===== src/rtl/vend_controller.sv =====
// Vending transaction controller: coin credit accumulation, two-product
// selection against price and stock, dispenser req/ack handshake, and
// change payout as an alternating pulse train.
module vend_controller #(
  parameter int PRICE_A     = 5,
  parameter int PRICE_B     = 3,
  parameter int MAX_CREDIT  = 10,
  parameter int STOCK_INIT  = 8,
  parameter int TIMEOUT_CYC = 500
) (
  input  logic       sys_clk,
  input  logic       sys_rst_n,
  input  logic [1:0] i_money,
  input  logic [1:0] i_sel,
  input  logic       i_cancel,
  input  logic       i_refill,
  input  logic       i_disp_ack,
  output logic       o_disp_req,
  output logic       o_disp_sel,
  output logic       o_change,
  output logic       o_coin_reject,
  output logic       o_deny,
  output logic       o_busy,
  output logic [3:0] o_credit
);

  typedef enum logic [1:0] {IDLE, CREDIT, DISPENSE, CHANGE} state_t;

  localparam int            TW        = $clog2(TIMEOUT_CYC + 1);
  localparam logic [4:0]    PA        = 5'(PRICE_A);
  localparam logic [4:0]    PB        = 5'(PRICE_B);
  localparam logic [4:0]    MAXC      = 5'(MAX_CREDIT);
  localparam logic [7:0]    STOCK_RST = 8'(STOCK_INIT);
  localparam logic [TW-1:0] TMO_LAST  = TW'(TIMEOUT_CYC - 1);

  state_t        state;
  logic [7:0]    stock_a;
  logic [7:0]    stock_b;
  logic [TW-1:0] tmo_cnt;

  logic [4:0] coin_val;
  logic [4:0] credit_w;
  logic [4:0] price;
  logic [4:0] base;
  logic [4:0] sum;
  logic       coin_any;
  logic       sel_a;
  logic       sel_b;
  logic       sel_any;
  logic       sel_ok;
  logic       sel_accept;
  logic       coin_fits;

  // Decode coin/selection and evaluate price, stock and credit ceiling.
  // Selection is judged on registered credit; the coin is then checked
  // against the credit left after any price deduction.
  always_comb begin
    coin_val = '0;
    case (i_money)
      2'd1:    coin_val = 5'd1;
      2'd2:    coin_val = 5'd2;
      default: coin_val = '0;
    endcase
    coin_any   = (i_money != 2'd0);
    sel_a      = (i_sel == 2'b01);
    sel_b      = (i_sel == 2'b10);
    sel_any    = sel_a | sel_b;
    credit_w   = {1'b0, o_credit};
    price      = sel_b ? PB : PA;
    sel_ok     = (sel_a && (credit_w >= PA) && (stock_a != '0)) ||
                 (sel_b && (credit_w >= PB) && (stock_b != '0));
    sel_accept = !i_cancel && sel_ok;
    base       = sel_accept ? (credit_w - price) : credit_w;
    sum        = base + coin_val;
    coin_fits  = (coin_val != '0) && (sum <= MAXC);
  end

  // Transaction FSM with stock bookkeeping and registered outputs.
  // Entering CHANGE emits the first pulse immediately; CHANGE then
  // alternates low/high until the credit is exhausted.
  always_ff @(posedge sys_clk or negedge sys_rst_n) begin
    if (!sys_rst_n) begin
      state         <= IDLE;
      stock_a       <= STOCK_RST;
      stock_b       <= STOCK_RST;
      tmo_cnt       <= '0;
      o_disp_req    <= 1'b0;
      o_disp_sel    <= 1'b0;
      o_change      <= 1'b0;
      o_coin_reject <= 1'b0;
      o_deny        <= 1'b0;
      o_busy        <= 1'b0;
      o_credit      <= '0;
    end else begin
      o_coin_reject <= 1'b0;
      o_deny        <= 1'b0;
      if (i_refill) begin
        stock_a <= STOCK_RST;
        stock_b <= STOCK_RST;
      end
      case (state)
        IDLE: begin
          if (sel_any) o_deny <= 1'b1;
          if (coin_val != '0) begin
            o_credit <= coin_val[3:0];
            tmo_cnt  <= '0;
            state    <= CREDIT;
          end else if (coin_any) begin
            o_coin_reject <= 1'b1;
          end
        end
        CREDIT: begin
          if (coin_any && !coin_fits) o_coin_reject <= 1'b1;
          if (i_cancel) begin
            state    <= CHANGE;
            o_busy   <= 1'b1;
            o_change <= 1'b1;
            o_credit <= (coin_fits ? sum[3:0] : o_credit) - 4'd1;
          end else if (sel_accept) begin
            if (!i_refill) begin
              if (sel_b) stock_b <= stock_b - 8'd1;
              else       stock_a <= stock_a - 8'd1;
            end
            o_credit   <= coin_fits ? sum[3:0] : base[3:0];
            o_disp_sel <= sel_b;
            o_disp_req <= 1'b1;
            o_busy     <= 1'b1;
            state      <= DISPENSE;
          end else begin
            if (sel_any)   o_deny   <= 1'b1;
            if (coin_fits) o_credit <= sum[3:0];
            if (coin_any || sel_any) begin
              tmo_cnt <= '0;
            end else if (tmo_cnt == TMO_LAST) begin
              state    <= CHANGE;
              o_busy   <= 1'b1;
              o_change <= 1'b1;
              o_credit <= o_credit - 4'd1;
            end else begin
              tmo_cnt <= tmo_cnt + TW'(1);
            end
          end
        end
        DISPENSE: begin
          if (coin_any) o_coin_reject <= 1'b1;
          if (sel_any)  o_deny        <= 1'b1;
          if (i_disp_ack) begin
            o_disp_req <= 1'b0;
            if (o_credit != '0) begin
              state    <= CHANGE;
              o_change <= 1'b1;
              o_credit <= o_credit - 4'd1;
            end else begin
              state  <= IDLE;
              o_busy <= 1'b0;
            end
          end
        end
        CHANGE: begin
          if (coin_any) o_coin_reject <= 1'b1;
          if (sel_any)  o_deny        <= 1'b1;
          if (o_change) begin
            o_change <= 1'b0;
            if (o_credit == '0) begin
              state  <= IDLE;
              o_busy <= 1'b0;
            end
          end else if (o_credit != '0) begin
            o_change <= 1'b1;
            o_credit <= o_credit - 4'd1;
          end else begin
            state  <= IDLE;
            o_busy <= 1'b0;
          end
        end
        default: begin
          state <= IDLE;
        end
      endcase
    end
  end

endmodule


===== config.mk =====
export PLATFORM = sky130hd
export DESIGN_NAME = vend_controller
export DESIGN_NICKNAME = d
export VERILOG_FILES = /design/src/rtl/vend_controller.sv
export SDC_FILE = /design/constraint.sdc
export NUM_CORES = 1
export LEC_CHECK = 0
export BUFFER_PORTS_ARGS = -buffer_cell sky130_fd_sc_hd__buf_2
export CAP_MARGIN = 20
export CORE_MARGIN = 2
export CORE_UTILIZATION = 61
export CTS_CLUSTER_SIZE = 25
export DETAILED_ROUTE_END_ITERATION = 10
export GPL_ROUTABILITY_DRIVEN = 1
export PLACE_DENSITY_LB_ADDON = 0.2
export SYNTH_ARGS = -nofsm -noshare
export SYNTH_HDL_FRONTEND = slang
export SYNTH_SLANG_ARGS = --single-unit

===== constraint.sdc =====
create_clock -name sys_clk -period 5.3 [get_ports sys_clk]
set_clock_uncertainty 0.1 [all_clocks]
set_input_delay 0.265 -clock sys_clk [delete_from_list [all_inputs] [get_ports sys_clk]]
set_output_delay 0.265 -clock sys_clk [all_outputs]
set_load 0.1 [all_outputs]

### Yosys cells after proc, flatten, opt, wreduce, memory -nomap -nowiden

Cells that the tools add are included.

| cells by class | value |
|---|---|
| $add $sub $neg | 7 |
| magnitude comparators | 3 |
| equal/unequal tests | 23 |
| muxes and demuxes | 71 |
| bitwise logic cells | 2 |
| reduce and logical (&&, ||, !) cells | 30 |

Operators with widths:

| operator | number |
|---|---|
| 8-bit 2-to-1 mux | 12 |
| 9-bit 2-to-1 mux | 5 |
| 4-bit 2-to-1 mux | 10 |
| 1-bit 2-to-1 mux | 23 |
| 2-bit 2-to-1 mux | 10 |
| 3-bit inequality test, second input constant | 6 |
| 9-bit case mux with 2 select lines | 1 |
| 4-bit case mux with 4 select lines | 1 |
| 8-bit nonzero test | 2 |
| 8-bit by 1-bit subtractor with 8-bit output, second input constant | 2 |
| 2-bit inequality test, second input constant | 7 |
| 6-bit AND reduction | 2 |
| 5-bit AND reduction | 2 |
| 9-bit by 1-bit adder with 9-bit output, second input constant | 1 |
| 9-bit equality test, second input constant | 1 |
| 1-bit case mux with 3 select lines | 3 |
| 2-bit equality test, second input constant | 4 |
| 4-bit inequality test, second input constant | 2 |
| 2-bit case mux with 4 select lines | 1 |
| 4-bit by 1-bit subtractor with 4-bit output, second input constant | 2 |
| 1-bit logical AND | 7 |
| 2-bit by 1-bit equality test with 1-bit output, second input constant | 3 |
| 3-bit AND reduction | 2 |
| 2-bit nonzero test | 3 |
| 21 further kinds | 24 |

| storage, ports and cells | value |
|---|---|
| flip-flop bits (word level) | 37 |
| input bits | 9 |
| output and inout bits | 10 |
| word-level logic and storage cells | 147 |

### Depth between registers and ports, before layout

Gate-level depths: netlist of run 1.

| depth | value |
|---|---|
| depth after elaboration | 15 |
| gate-level depth with buffers | 21 |
| gate-level depth less buffers | 18 |

### Least setup slack after synthesis of run 1

Ideal clock, no wire load.

| path | value |
|---|---|
| path type | register to register |
| from | register o_credit[0] |
| to | register o_credit[0] |
| library setup time | 139 ps |
| arrival | 5,253 ps |
| required time | 5,061 ps |
| path slack | -192 ps |
| cell stages (with the launch flop) | 22 |
| path buffers | 3 |
| period minus slack after synthesis | 5,492 ps |
| path through | dfrtp_1 > clkbuf_1 > inv_1 > ha_1 > inv_1 > o31ai_2 > o22a_2 > nor2_1 > clkbuf_1 > xnor2_1 > ha_1 > inv_1 > fa_1 > nor2_1 > nor2_1 > o32a_1 > a211o_1 > o21ai_2 > buf_6 > mux2i_1 > nor3_1 > or4_1 |

| between the ends | value |
|---|---|
| cells in the longest elaborated chain, start to end | 15 |
| elaborated cells between the ends (all ways) | 26 |
| classes of those cells | 4 x add/sub; 3 x order compare; 11 x mux; 8 x reduce/logical |

RTL lines:

| what | line | text |
|---|---|---|
| from (decl) | 24 | `output logic [3:0] o_credit` |
| from (signal assigned) | 105 | `o_credit <= coin_val[3:0];` |
| from (signal assigned) | 118 | `o_credit <= (coin_fits ? sum[3:0] : o_credit) - 4'd1;` |
| from (signal assigned) | 124 | `o_credit <= coin_fits ? sum[3:0] : base[3:0];` |
| parallel branches: the longest is 14 deep, another holds 5-bit adder | n/a |  |
| 4-bit case mux with 4 select lines * | 101 | `case (state)` |

Mark *: on every way between the ends. The select of a mux whose other input is x is not followed.
A chain may end at the register's enable or synchronous reset.

### Final worst setup path of run 1

Ends and elaborated chain as after synthesis.

==> results_dict.tcl, run 1 <==
set metrics [dict create \
    hold_path_depth 2 \
    swShare 0.547 \
    regToRegStartpoint "o_credit[0]" \
    die_w_um 73.7 \
    dpl_cell_area_um2 3080 \
    synth_nets 387 \
    timing.fmax_ghz 0.204 \
    combPwrFrac 0.639 \
    pre_cts_slack_ns 0.434 \
    fin_tns_setup_ns 0 \
    seq_power_share 0.245 \
    grt_max_degree 38 \
    drc 0 \
    hold_violations 0 \
    initial_utilization 0.632 \
    crit_path_top_delay_cell "dfrtp_2" \
    tightest_slew_ns 0.840 \
    clock-sinks 37 \
    rows 25 \
    n_fill_cell 388 \
    final_common_cell "nor2_1" \
    p_switching_w 0.000955 \
    wl_um 6800 \
    use_met1 0.390 \
    fin_hold_ws_ns 0.220 \
    num_antenna_cells 0 \
    internal_power_w 0.000792 \
    critPathLaunch "o_credit[0]" \
    wire_per_inst_um 15.9 \
    arrival_ns 4.96 \
    fin_crit_sh 0.923 \
    p_clk_frac 0.116 \
    drv_slew 0 \
    vias 2650 \
    critical-path-max-stage-delay_ns 0.54 \
    path_cells "inv_1 > ha_1 > inv_1 > o31ai_4 > o22a_2 > nor2_1 > xnor2_1 > ha_1 > inv_1 > fa_1 > nor2_1 > nor2_1 > o32a_1 > a211o_1 > o21ai_2 > buf_4 > o41a_1 > nor3_1 > or4_1" \
    die_h_um 73.7 \
    first_pass_iters 4 \
    top_usage_layer "met2" \
    netlist_area_um2 2970 \
    cts.clk_slew.worst_paths_ns 0.08 \
    cts_setup_buffers 0 \
    core_area_um2 4690 \
    report.final.setup_viol 0 \
    cp-end-kind "flip-flop" \
    vias_per_cell 6.19 \
    r2r_slack_ns 0.41 \
    timing.rr.end "o_credit[0]" \
    min_path_type "input port to flip-flop" \
    cts_inserted_buffers 5 \
    required_ns 5.37 \
    place_congestion 0.914 \
    dieArea_um2 5430 \
    grt_pass1_wl_um 11500 \
    pin_count 19 \
    ant_nets 0 \
    setup_ws_ns 0.409 \
    grt_pass1_vias 2376 \
    worst-setup-path-type "flip-flop to flip-flop" \
    design_area_um2 3190 \
    p_leak_nw 1.40 \
    p_per_area_nw_per_um2 547 \
    synth-seq-cells 37 \
    status "finished clean" \
    critPathTopFamily "compound AO/OA/AOI/OAI gates" \
    drtIter0Drc 273 \
    cp_max_fo 17 \
    nNetsFinal 401 \
    path_depth 19 \
    rsz0062_at_grt "no" \
    reg2reg_depth 19 \
    synthArstFlopShare 1.00 \
    period_needed_ns 4.89 \
    critPathBufInv 4 \
    ys.flop_type "dfrtp_1" \
    critPathCapture "o_credit[0]" \
    peakVddDrop_mv 0.466 \
    clk_path_buf_depth 2 \
    overflow 0 \
    final_util 0.681 \
    drive_gt1_frac 0.128 \
    final_cell_mix "46 x nor2_1, 34 x nand2_1, 33 x dfrtp_1" \
    avgSynthCellArea_um2 8.26 \
    yosysSeqAreaShare 0.313 \
    max_slew_margin 0.440 \
    met3_usage 0.0535 \
    grt_use_met2 0.418 \
    yosysWarnings 0 \
    cp-start-kind "flip-flop" \
    clock-root-buffer "clkbuf_8" \
    io_buffers 18 \
    max_cap_viol_count 0 \
    grtUsageTotal 0.275 \
    area_growth_syn_to_layout_pct 7.68 \
    hpwl_um 5040 \
    synthCells 359 \
    htreeDepth 2 \
    cts_tree "yes" \
    synth_edf_count 0 \
    antenna_found_initial 0 \
    clock_latency_ns 0.30 \
    ys_types 69 \
]
==> how the worst min path moves through the flow <==
stage | to | slack [ns] | from
detailed placement | o_coin_reject | 0.32 | sys_rst_n
finish | stock_b[5] | 0.22 | i_refill
floorplan | o_busy | -0.13 | sys_rst_n
global route | stock_a[7] | 0.23 | i_refill
global placement | o_credit[3] | 0.32 | sys_rst_n
CTS | stock_b[5] | 0.22 | i_refill
==> synth_stat cells, types with 4 or more instances <==
| library cell | instances | area share |
|---|---|---|
| a21o_1 | 5 | 0.013 |
| ha_1 | 17 | 0.072 |
| o21ai_0 | 20 | 0.034 |
| nand4_1 | 6 | 0.013 |
| nand3_1 | 9 | 0.015 |
| mux2i_1 | 7 | 0.024 |
| nor2_1 | 46 | 0.058 |
| and3_1 | 6 | 0.013 |
| nor3b_1 | 4 | 0.010 |
| xor2_1 | 11 | 0.032 |
| nor3_1 | 12 | 0.020 |
| o211ai_1 | 5 | 0.013 |
| nand2_1 | 34 | 0.043 |
| dfrtp_1 | 35 | 0.30 |
| a21oi_1 | 17 | 0.029 |
| xnor2_1 | 12 | 0.035 |
| inv_1 | 19 | 0.024 |
| clkbuf_1 | 10 | 0.013 |
| nor4_1 | 6 | 0.013 |
| nand2b_1 | 6 | 0.013 |
| or3_1 | 6 | 0.013 |
==> worst register-to-register path, delay by kind of cell, from the launching register on <==
family / cells / cell delay (ns)
compound gates: 6 / 1.34
simple gates: 5 / 1.08
fa+ha+maj: 3 / 0.94
buf+inv: 4 / 0.57
flops: 1 / 0.54
xor+xnor: 1 / 0.18
==> power groups by stage <==
stage          clock network (W)  registers, W  logic (W)
6_report                0.000202      0.000428    0.00112
5_1_grt                 0.000224      0.000441    0.00122
4_1_cts                 0.000209      0.000426    0.00110
3_5_place_dp                   0      0.000430    0.00109
3_3_place_gp                   0      0.000429    0.00109
2_1_floorplan                  0      0.000588   0.000725
==> cell type report <==
| class | instances | area (µm²) | area share |
|---|---|---|---|
| Multi-Input combinational cell | 285 | 1890 | 0.592 |
| Sequential cell | 37 | 931 | 0.292 |
| Timing Repair Buffer | 24 | 138 | 0.0431 |
| Inverter | 20 | 75.1 | 0.0235 |
| Clock buffer | 5 | 68.8 | 0.0216 |
| Tap cell | 54 | 67.6 | 0.0212 |
| Clock inverter | 3 | 21.3 | 0.00666 |
==> cell families after synthesis <==
| kind of cell | after synthesis | synth area share |
|---|---|---|
| adders and majority gates | 19 | 0.0852 |
| DFF | 37 | 0.313 |
| AOI/OAI and AO/OA | 83 | 0.196 |
| and+or+nand+nor | 152 | 0.259 |
| xor gates and xnor gates | 23 | 0.0679 |
| buffers and inverters | 37 | 0.0519 |
| muxes | 8 | 0.0274 |
==> per-layer routing <==
layer	vias up	share of wire
met1	1256	0.45
met3	11	0.067
met4	0	0.013
met2	75	0.47
li1	1308	-
met5	-	0
==> sequential cells by signal, indices dropped and copies added, names as in the netlist, 2 cells and up <==
name and cells:
tmo_cnt 9, stock_b 8, o_credit 4, stock_a 8, state 2
==> timing repair <==
action / CTS / global route
hold buffers: 1 / 0
setup endpoints to repair: 0 / 1
hold endpoints to repair: 10 / 0
gates resized for setup: 0 / 1
==> stage by stage <==
step                power (W)  std cells
floorplan             0.00131        359
global placement      0.00152        419
detailed placement    0.00152        419
CTS                   0.00173        428
global route          0.00188        428
finish                0.00175        428
(Power assumes the default switching activity.)
==> run 2: changes to the inputs <==
--- a/config.mk
+++ b/config.mk
@@ -5,12 +5,11 @@
 export SDC_FILE = /design/constraint.sdc
 export NUM_CORES = 1
 export LEC_CHECK = 0
-export BUFFER_PORTS_ARGS = -buffer_cell sky130_fd_sc_hd__buf_2
 export CAP_MARGIN = 20
-export CORE_MARGIN = 2
-export CORE_UTILIZATION = 61
+export CORE_UTILIZATION = 64
 export CTS_CLUSTER_SIZE = 25
 export DETAILED_ROUTE_END_ITERATION = 10
+export DONT_BUFFER_PORTS = 1
 export GPL_ROUTABILITY_DRIVEN = 1
 export PLACE_DENSITY_LB_ADDON = 0.2
 export SYNTH_ARGS = -nofsm -noshare
==> results_dict.tcl, run 2 (synthesis results as in run 1) <==
set metrics [dict create \
    fin_total_pwr_w 0.00176 \
    core_area_um2 4410 \
    r2r_slack_ns 0.49 \
    pre_cts_slack_ns 0.540 \
    clock_latency_ns 0.29 \
    clk_path_buf_depth 2 \
    period_needed_ns 4.81 \
    finalNonFillerCells 415 \
    final_common_cell "nor2_1" \
    area_growth_syn_to_layout_pct 6.92 \
    required_ns 5.36 \
    wire_per_inst_um 17.0 \
    die_h_um 70.1 \
    drc 0 \
    antenna_found_initial 0 \
    timing.fmax_ghz 0.208 \
    holdCritStartpoint "i_sel[1]" \
    rows 24 \
    final_util 0.718 \
    p_per_area_nw_per_um2 556 \
    tightest_slew_ns 0.979 \
    p_leak_nw 1.37 \
    drv_slew 0 \
    grtUsageTotal 0.319 \
    rsz0062_at_grt "no" \
    fin_tns_setup_ns 0 \
    first_pass_iters 5 \
    hold_end "o_deny" \
    drive_gt1_frac 0.0992 \
    report.final.setup_viol 0 \
    nNetsFinal 390 \
    die_w_um 70.1 \
    final_cell_mix "46 x nor2_1, 34 x nand2_1, 33 x dfrtp_1" \
    htreeDepth 2 \
    regMostFlops "tmo_cnt" \
    io_buffers 0 \
    initial_utilization 0.672 \
    n_fill_cell 355 \
    num_antenna_cells 0 \
    grt_max_degree 38 \
    clock-sinks 37 \
    hold_violations 0 \
    postCtsResizedCells 0 \
    cts_inserted_buffers 5 \
    vias 2666 \
    setup_ws_ns 0.490 \
    timing.rr.end "o_credit[0]" \
    fin_crit_sh 0.908 \
    overflow 0 \
    hpwl_um 5210 \
    max_slew_margin 0.348 \
    place_congestion 0.963 \
    clock-root-buffer "clkbuf_8" \
    wl_um 7070 \
    cts_tree "yes" \
    worst-setup-path-type "flip-flop to flip-flop" \
    status "finished clean" \
    reg.largest.list "tmo_cnt: 9 flops, stock_a: 8 flops, stock_b: 8 flops" \
    peakVddDrop_mv 0.369 \
    max_cap_viol_count 0 \
    reg2reg_depth 19 \
    dieArea_um2 4910 \
    ant_nets 0 \
    cts.clk_slew.worst_paths_ns 0.07 \
    grt_pass1_wl_um 12300 \
    cp_max_fo 8 \
    vias_per_cell 6.42 \
    cp-end-kind "flip-flop" \
    pin_count 19 \
    dp_cells 404 \
    regToRegStartpoint "o_credit[0]" \
    drtIter0Drc 254 \
    hold_path_depth 2 \
    cp-start-kind "flip-flop" \
    grt_pass1_vias 2569 \
    largest_reg_flops 9 \
    arrival_ns 4.87 \
    min_path_type "input port to flip-flop" \
]
==> run 2: where the power goes <==
part / switching (W) / total, W / internal (W)
logic: 0.000658 / 0.00103 / 0.000372
clock network: 0.000100 / 0.000218 / 0.000118
registers: 0.000188 / 0.000514 / 0.000326
total: 0.000947 / 0.00176 / 0.000815
==> run 2: area by class of cell <==
type | count | area [µm²] | share of cell area
multi-input combinational | 285 | 1880 | 0.594
clock inverter | 1 | 5.00 | 0.00158
clock buffer | 7 | 96.3 | 0.0304
inverter | 20 | 75.1 | 0.0237
tap | 52 | 65.1 | 0.0205
timing repair buffer | 13 | 115 | 0.0363
sequential | 37 | 931 | 0.294
==> run 2: per-layer routing <==
metal / vias up / part of all wire / GRT usage
met1: 1252 / 0.44 / 0.447
met2: 112 / 0.47 / 0.497
met4: 0 / 0.023 / 0.120
met3: 17 / 0.064 / 0.0534
met5: - / 0 / 0
li1: 1285 / - / -
==> run 2: worst max-delay path by stage <==
stage,from,to,slack [ns]
2_1_floorplan,o_credit[0],o_credit[0],0.10
3_3_place_gp,stock_a[0],o_credit[0],0.70
3_5_place_dp,o_credit[0],o_credit[0],0.54
4_1_cts,o_credit[0],o_credit[0],0.53
5_1_grt,o_credit[0],o_credit[0],0.12
6_report,o_credit[0],o_credit[0],0.49
==> run 2: critical path, cell delays in order, from the launching register on <==
cell	delay (ns)
dfrtp_2	0.44
inv_1	0.16
ha_1	0.23
inv_1	0.09
o31ai_2	0.35
o22a_2	0.25
nor2_1	0.12
nand2_1	0.11
a21boi_0	0.26
inv_1	0.10
fa_1	0.53
nor2_1	0.23
nor2_1	0.06
o32a_1	0.28
a211o_1	0.30
o21ai_2	0.27
buf_4	0.22
o41a_1	0.15
nor3_1	0.05
or4_1	0.39
==> run 2: through the flow <==
step / hold WS (ns) / cell area [µm²]
floorplan: -0.131 / 2970
global placement: -0.129 / 3030
detailed placement: -0.129 / 3030
CTS: 0.108 / 3170
global route: 0.129 / 3170
finish: 0.108 / 3170
==> run 2: timing repair <==
| item | 4_1_cts | 5_1_grt |
|---|---|---|
| hold buffers | 3 | 0 |
| endpoints found under the hold margin | 53 | 0 |
| setup buffers | 0 | 0 |
